[src/rtl/mips_run_ctrl_if.sv]
// Bus between the run controller and whatever launches runs (board logic or bench).
// Optional PC trace port is present only when MIPS_RUN_TRACE_EN is defined.
//
// Handshake: start is a one-cycle request with no ready/ack. The controller samples it
// on every rising edge and acts on it only in IDLE or DONE. A start seen in RESET or
// RUN is dropped and not remembered. pc is sampled on every rising edge while in RUN.
interface mips_run_ctrl_if #(
  parameter int CNT_W = 32
);
  logic             start;
  logic [31:0]      pc;
  logic             core_rst;
  logic             running;
  logic             done;
  logic             halted;
  logic             timed_out;
  logic [CNT_W-1:0] cycle_cnt;
  logic [1:0]       state_dbg;
`ifdef MIPS_RUN_TRACE_EN
  logic [2:0]       trace_idx;
  logic [31:0]      trace_pc;
`endif

`ifdef MIPS_RUN_TRACE_EN
  modport master (
    output start, pc, trace_idx,
    input  core_rst, running, done, halted, timed_out, cycle_cnt, state_dbg, trace_pc
  );
  modport slave (
    input  start, pc, trace_idx,
    output core_rst, running, done, halted, timed_out, cycle_cnt, state_dbg, trace_pc
  );
`else
  modport master (
    output start, pc,
    input  core_rst, running, done, halted, timed_out, cycle_cnt, state_dbg
  );
  modport slave (
    input  start, pc,
    output core_rst, running, done, halted, timed_out, cycle_cnt, state_dbg
  );
`endif
endinterface

[src/rtl/mips_run_ctrl.sv]
// Run controller for the MIPS core: holds the core in reset, releases it for a run,
// counts run cycles and stops the run on halt PC, self-loop or timeout.
// Optional feature macro: MIPS_RUN_TRACE_EN adds an 8-entry PC history with a read port.
module mips_run_ctrl #(
  parameter int          RST_CYCLES  = 4,
  parameter int          CNT_W       = 32,
  parameter longint      MAX_CYCLES  = 1000,
  parameter logic [31:0] HALT_PC     = 32'h0000_3FFC,
  parameter int          STALL_LIMIT = 3
) (
  input logic            clk,
  input logic            rst,
  mips_run_ctrl_if.slave bus
);

  typedef enum logic [1:0] {
    S_IDLE  = 2'd0,
    S_RESET = 2'd1,
    S_RUN   = 2'd2,
    S_DONE  = 2'd3
  } state_t;

  localparam int RC_W = (RST_CYCLES > 1) ? $clog2(RST_CYCLES) : 1;
  // Holds values up to STALL_LIMIT-1, the count reached on the halting sample.
  localparam int ST_W = (STALL_LIMIT > 2) ? $clog2(STALL_LIMIT) : 1;

  localparam logic [RC_W-1:0]  RST_LAST   = RC_W'(RST_CYCLES - 1);
  localparam logic [CNT_W-1:0] CNT_LAST   = CNT_W'(MAX_CYCLES - 1);
  // Stall count held before the sample that completes STALL_LIMIT equal PCs.
  localparam logic [ST_W-1:0]  STALL_LAST = ST_W'(STALL_LIMIT - 2);

  state_t           state_q,     state_d;
  logic [RC_W-1:0]  rst_cnt_q,   rst_cnt_d;
  logic [CNT_W-1:0] cycle_cnt_q, cycle_cnt_d;
  logic [ST_W-1:0]  stall_q,     stall_d;
  logic [31:0]      last_pc_q,   last_pc_d;
  logic             first_q,     first_d;
  logic             halted_q,    halted_d;
  logic             timed_out_q, timed_out_d;

  logic launch;
  logic pc_same;
  logic halt_hit;
  logic timeout_hit;

  // A start is honoured only when no run is in progress.
  assign launch = bus.start && ((state_q == S_IDLE) || (state_q == S_DONE));

  // The first RUN sample has no meaningful predecessor, so it never counts as a repeat.
  assign pc_same     = !first_q && (bus.pc == last_pc_q);
  assign halt_hit    = (bus.pc == HALT_PC) || (pc_same && (stall_q == STALL_LAST));
  assign timeout_hit = (cycle_cnt_q == CNT_LAST);

  // Next-state and next-register logic; a launch overrides whatever the case decided.
  always_comb begin
    state_d     = state_q;
    rst_cnt_d   = rst_cnt_q;
    cycle_cnt_d = cycle_cnt_q;
    stall_d     = stall_q;
    last_pc_d   = last_pc_q;
    first_d     = first_q;
    halted_d    = halted_q;
    timed_out_d = timed_out_q;

    case (state_q)
      S_IDLE: begin
        state_d = S_IDLE;
      end
      S_RESET: begin
        if (rst_cnt_q == RST_LAST) begin
          state_d = S_RUN;
        end else begin
          rst_cnt_d = rst_cnt_q + 1'b1;
        end
      end
      S_RUN: begin
        if (cycle_cnt_q != '1) begin
          cycle_cnt_d = cycle_cnt_q + 1'b1;
        end
        last_pc_d = bus.pc;
        first_d   = 1'b0;
        stall_d   = pc_same ? stall_q + 1'b1 : '0;
        // Halt is checked first so a halt on the last allowed cycle is not a timeout.
        if (halt_hit) begin
          state_d  = S_DONE;
          halted_d = 1'b1;
        end else if (timeout_hit) begin
          state_d     = S_DONE;
          timed_out_d = 1'b1;
        end
      end
      S_DONE: begin
        state_d = S_DONE;
      end
      default: begin
        state_d = S_IDLE;
      end
    endcase

    if (launch) begin
      state_d     = S_RESET;
      rst_cnt_d   = '0;
      cycle_cnt_d = '0;
      stall_d     = '0;
      last_pc_d   = '0;
      first_d     = 1'b1;
      halted_d    = 1'b0;
      timed_out_d = 1'b0;
    end
  end

  // State and datapath registers; rst aborts any run immediately.
  always_ff @(posedge clk or posedge rst) begin
    if (rst) begin
      state_q     <= S_IDLE;
      rst_cnt_q   <= '0;
      cycle_cnt_q <= '0;
      stall_q     <= '0;
      last_pc_q   <= '0;
      first_q     <= 1'b1;
      halted_q    <= 1'b0;
      timed_out_q <= 1'b0;
    end else begin
      state_q     <= state_d;
      rst_cnt_q   <= rst_cnt_d;
      cycle_cnt_q <= cycle_cnt_d;
      stall_q     <= stall_d;
      last_pc_q   <= last_pc_d;
      first_q     <= first_d;
      halted_q    <= halted_d;
      timed_out_q <= timed_out_d;
    end
  end

  // The core is frozen in every state except RUN.
  assign bus.core_rst  = (state_q != S_RUN);
  assign bus.running   = (state_q == S_RUN);
  assign bus.done      = (state_q == S_DONE);
  assign bus.halted    = halted_q;
  assign bus.timed_out = timed_out_q;
  assign bus.cycle_cnt = cycle_cnt_q;
  assign bus.state_dbg = state_q;

`ifdef MIPS_RUN_TRACE_EN
  logic [31:0] trace_q [8];
  logic [2:0]  wr_ptr_q;
  logic [2:0]  rd_ptr;

  // PC history ring: one entry per RUN cycle, wiped whenever a new run is launched.
  always_ff @(posedge clk or posedge rst) begin
    if (rst) begin
      for (int i = 0; i < 8; i++) begin
        trace_q[i] <= '0;
      end
      wr_ptr_q <= '0;
    end else if (launch) begin
      for (int i = 0; i < 8; i++) begin
        trace_q[i] <= '0;
      end
      wr_ptr_q <= '0;
    end else if (state_q == S_RUN) begin
      trace_q[wr_ptr_q] <= bus.pc;
      wr_ptr_q          <= wr_ptr_q + 3'd1;
    end
  end

  // Newest entry sits just behind the write pointer; index counts backwards from it.
  assign rd_ptr       = wr_ptr_q - 3'd1 - bus.trace_idx;
  assign bus.trace_pc = trace_q[rd_ptr];
`endif

endmodule

[src/flat_wrapper.sv]
// flat-port wrapper written by rule: the top's interface ports become plain ports
module mips_run_ctrl_flat 
#(
  parameter int          RST_CYCLES  = 4,
  parameter int          CNT_W       = 32,
  parameter longint      MAX_CYCLES  = 1000,
  parameter logic [31:0] HALT_PC     = 32'h0000_3FFC,
  parameter int          STALL_LIMIT = 3
)
  (clk, rst, bus_start, bus_pc, bus_core_rst, bus_running, bus_done, bus_halted, bus_timed_out, bus_cycle_cnt, bus_state_dbg);
  mips_run_ctrl_if #(.CNT_W(CNT_W)) bus_i ();
  input logic clk;
  input logic rst;
  input wire logic [$bits(bus_i.start)-1:0] bus_start;
  input wire logic [$bits(bus_i.pc)-1:0] bus_pc;
  output wire logic [$bits(bus_i.core_rst)-1:0] bus_core_rst;
  output wire logic [$bits(bus_i.running)-1:0] bus_running;
  output wire logic [$bits(bus_i.done)-1:0] bus_done;
  output wire logic [$bits(bus_i.halted)-1:0] bus_halted;
  output wire logic [$bits(bus_i.timed_out)-1:0] bus_timed_out;
  output wire logic [$bits(bus_i.cycle_cnt)-1:0] bus_cycle_cnt;
  output wire logic [$bits(bus_i.state_dbg)-1:0] bus_state_dbg;
  assign bus_i.start = bus_start;
  assign bus_i.pc = bus_pc;
  assign bus_core_rst = bus_i.core_rst;
  assign bus_running = bus_i.running;
  assign bus_done = bus_i.done;
  assign bus_halted = bus_i.halted;
  assign bus_timed_out = bus_i.timed_out;
  assign bus_cycle_cnt = bus_i.cycle_cnt;
  assign bus_state_dbg = bus_i.state_dbg;
  mips_run_ctrl #(.RST_CYCLES(RST_CYCLES), .CNT_W(CNT_W), .MAX_CYCLES(MAX_CYCLES), .HALT_PC(HALT_PC), .STALL_LIMIT(STALL_LIMIT)) u_core (.clk(clk), .rst(rst), .bus(bus_i));
endmodule
[config.mk]
export PLATFORM = sky130hd
export DESIGN_NAME = mips_run_ctrl_flat
export DESIGN_NICKNAME = d
export VERILOG_FILES = /design/src/rtl/mips_run_ctrl_if.sv /design/src/rtl/mips_run_ctrl.sv /design/src/flat_wrapper.sv
export SDC_FILE = /design/constraint.sdc
export NUM_CORES = 1
export LEC_CHECK = 0
export ABC_CLOCK_PERIOD_IN_PS = 4100
export CORE_MARGIN = 4
export CORE_UTILIZATION = 47
export DETAILED_ROUTE_END_ITERATION = 16
export HOLD_SLACK_MARGIN = 0.15
export PLACE_DENSITY = 0.74
export SLEW_MARGIN = 20
export SYNTH_ARGS = -nofsm -noshare
export SYNTH_HDL_FRONTEND = slang
export SYNTH_SLANG_ARGS = --single-unit
[constraint.sdc]
create_clock -name clk -period 4.1 [get_ports clk]
set_clock_uncertainty 0.2 [all_clocks]
set_input_delay 1.23 -clock clk [delete_from_list [all_inputs] [get_ports clk]]
set_output_delay 1.23 -clock clk [all_outputs]
set_load 0.005 [all_outputs]
==> results.ini <==
[status]
status = finished, final reports clean

[yosys]
yosysWarnings = 0
synth_area_mm2 = 0.00399
synth-seq-cells = 73
synth_ff_type = dfrtp_1
synth_top_area_share_pct = 45.1
synth_cell_type_count = 42
synth_seq_area_share_pct = 45.8
postSynthNetCount = 445
synth_area_per_cell_um2 = 9.93
synth_most_common_cell = dfrtp_1
synth_area_leaders = dfrtp_1 45%, mux2i_1 8.8%, xor2_1 8.3%
synth_top_cells_by_count = 72 x dfrtp_1, 65 x nor2_1, 38 x xor2_1
yosysTopAreaCell = dfrtp_1
synth_edf_count = 0
syn_inst = 402
ys_async_sr_fraction_pct = 100

[clock_network]
cts_sinks = 73
cts_buffers = 9
root_buffer = clkbuf_8
cts_hold_buf = 0
insertion_delay_ns = 0.35
cts_setup_buffers = 0
ctsResizeCount = 0
clock_path_buffers = 2
cts_tree = done
clk_pin_slew_ns = 0.08
cts_htree_levels = 3

[sta]
max_slew.worst_pin.slew_ns = 0.703
rsz0062_at_grt = no
finalCriticalPeriod_ns = 3.43
final-setup-viol-count = 0
max_slew_margin_pct = 53.1
period_share_pct = 83.7
finalSetupTns_ns = 0
hold-worst-slack_ns = 0.299
finalMaxSlewViolations = 0
hold_viol_final = 0
fmax_ghz = 0.291

[drt]
drt-pass1-iter-count = 4
vias = 3238
wire_per_inst_um = 15.8
ant_nets = 0
routed_wirelength_mm = 9.23
route.detailed.drc = 0
drt_iter0_drc = 132
via_per_inst = 5.54

[setup_path]
crit_arrival_ns = 3.50
setup.worst_path.class = in2reg
cp_top_family = compound AO/OA/AOI/OAI gates
crit_chain = clkdlybuf4s50_1 > xor2_1 > nor4_1 > nand4_1 > o41ai_2 > a2bb2oi_1 > mux2i_1
crit_buf_inv = 1
slowest_stage = o41ai_2
cp_max_fo = 4
ff2ff_setup_slack_ns = 1.34
max_stage_delay_ns = 0.51
cp-end-kind = register
crit_required_ns = 4.17
timing.critical_path.from_type = input pin

[min_path]
min_path_type = reg2reg

[floorplanning]
rows = 33
die_h_um = 100
pin_count = 74
core_area_mm2 = 0.00826
die_w_um = 100
initial_core_util_pct = 48.3
dieArea_mm2 = 0.0100

[placement]
placed_cell_area_mm2 = 0.00484
gp_congestion = 0.842
dp_hpwl_mm = 6.58
port_buffers = 73

[finish]
fin_area_mm2 = 0.00500
n_fill_cell = 716
layout-drive-gt1-share_pct = 6.05
antenna_cells = 0
syn_to_final_growth_pct = 25.2
nets = 517

[job]
maxCapViolations = 0

[global_route]
busiest_layer = met2
use_met3_pct = 2.85
grt_max_degree = 74
grt-ovfl-total = 0
antenna_found_initial = 0
grt_pass1_vias = 3167
met2_usage_pct = 31.5
use_met1_pct = 26.9
grt_pass1_wl_mm = 15.7
grtUsageTotal_pct = 19.5

[power_and_ir_drop]
static-leakage-power_nw = 2.15
total_power_mw = 2.39
p_per_area_mw_per_mm2 = 479
peakVddDrop_mv = 0.271

cells in the final DEF (no fill, tap or decap), drive strengths merged, types with 2 or more instances in the layout:
master         instances
nor2                  65
ha                     8
clkbuf                12
nand2b                 3
clkinv                 5
nand3                 11
nor4                  18
nand2                 17
nand3b                 2
and2                   4
nor2b                  2
a21oi                  7
xor2                  38
nand4b                 2
and4                   7
xnor2                 20
nor3                  16
and3                   6
inv                    6
nand4                 20
clkdlybuf4s50         73
or4                    4
buf                    6
dfrtp                 72
or3                    5
mux2i                 35
o21ai                  7
metal layers:
metal  up-vias  routed length (um)
li1       1555                   -
met1      1578                4100
met2        95                4510
met3        10                 517
met4         0                  93
met5         -                   0
logic make-up (layout without fill, tap and decap cells):
kind of cell | after synthesis | in the layout | share of synthesized area, %
adders and majority gates | 8 | 8 | 2.51
muxes | 35 | 35 | 8.78
and+or+nand+nor | 183 | 183 | 24.4
AOI/OAI and AO/OA | 20 | 20 | 3.23
xor gates and xnor gates | 58 | 58 | 12.7
buffers and inverters | 25 | 102 | 2.60
DFF | 73 | 73 | 45.8
path summary, 6_finish.rpt:
kind,from,cells after the start,endpoint
min reg2reg,u_core.bus.timed_out$_DFFE_PP0P_,1,u_core.bus.timed_out$_DFFE_PP0P_
max reg2reg,u_core.bus.state_dbg[0]$_DFFE_PP0P_,8,u_core.bus.cycle_cnt[3]$_DFFE_PP0P_
max in group asynchronous,rst,3,u_core.first_q$_DFFE_PP1P_
max,bus_pc[7],7,u_core.bus.state_dbg[0]$_DFFE_PP0P_
min,u_core.bus.timed_out$_DFFE_PP0P_,1,u_core.bus.timed_out$_DFFE_PP0P_
min in group asynchronous,rst,3,u_core.last_pc_q[4]$_DFFE_PP0P_
worst reg2reg max path: cells and delay by family, from the launching register on:
| kind | cells | cell delay (ns) |
|---|---|---|
| DFF | 1 | 0.41 |
| buffers and inverters | 1 | 0.11 |
| adders and majority gates | 1 | 0.35 |
| xor gates and xnor gates | 1 | 0.15 |
| and+or+nand+nor | 5 | 1.41 |
flip-flops by register name (all words and copies together), names as in the netlist:
signal                flops
u_core.stall_q            2
u_core.bus.state_dbg      2
u_core.bus.halted         1
u_core.first_q            1
u_core.rst_cnt_q          2
u_core.bus.timed_out      1
u_core.last_pc_q         32
u_core.bus.cycle_cnt     32
final cells by class:
| cell class | count | area (um2) | area share, % |
|---|---|---|---|
| Multi-Input combinational cell | 304 | 2070 | 41.4 |
| Tap cell | 105 | 131 | 2.63 |
| Clock buffer | 12 | 135 | 2.70 |
| Inverter | 7 | 26.3 | 0.526 |
| Sequential cell | 73 | 1830 | 36.6 |
| Timing Repair Buffer | 79 | 788 | 15.8 |
| Clock inverter | 4 | 20.0 | 0.401 |
where the power goes:
group,switching (mW),internal (mW)
sequential,0.112,0.870
clock,0.257,0.216
combinational,0.533,0.406
stage by stage:
step | utilization [%] | cells | setup WS (ns)
final | 60.5 | 584 | 0.669
after global routing | 60.5 | 584 | 0.577
after CTS | 60.5 | 584 | 0.710
after detailed placement | 58.7 | 568 | 0.354
after global placement | 58.7 | 568 | 0.456
after floorplan | - | 402 | 0.818
Note: power is estimated with default switching activity, not from simulation.
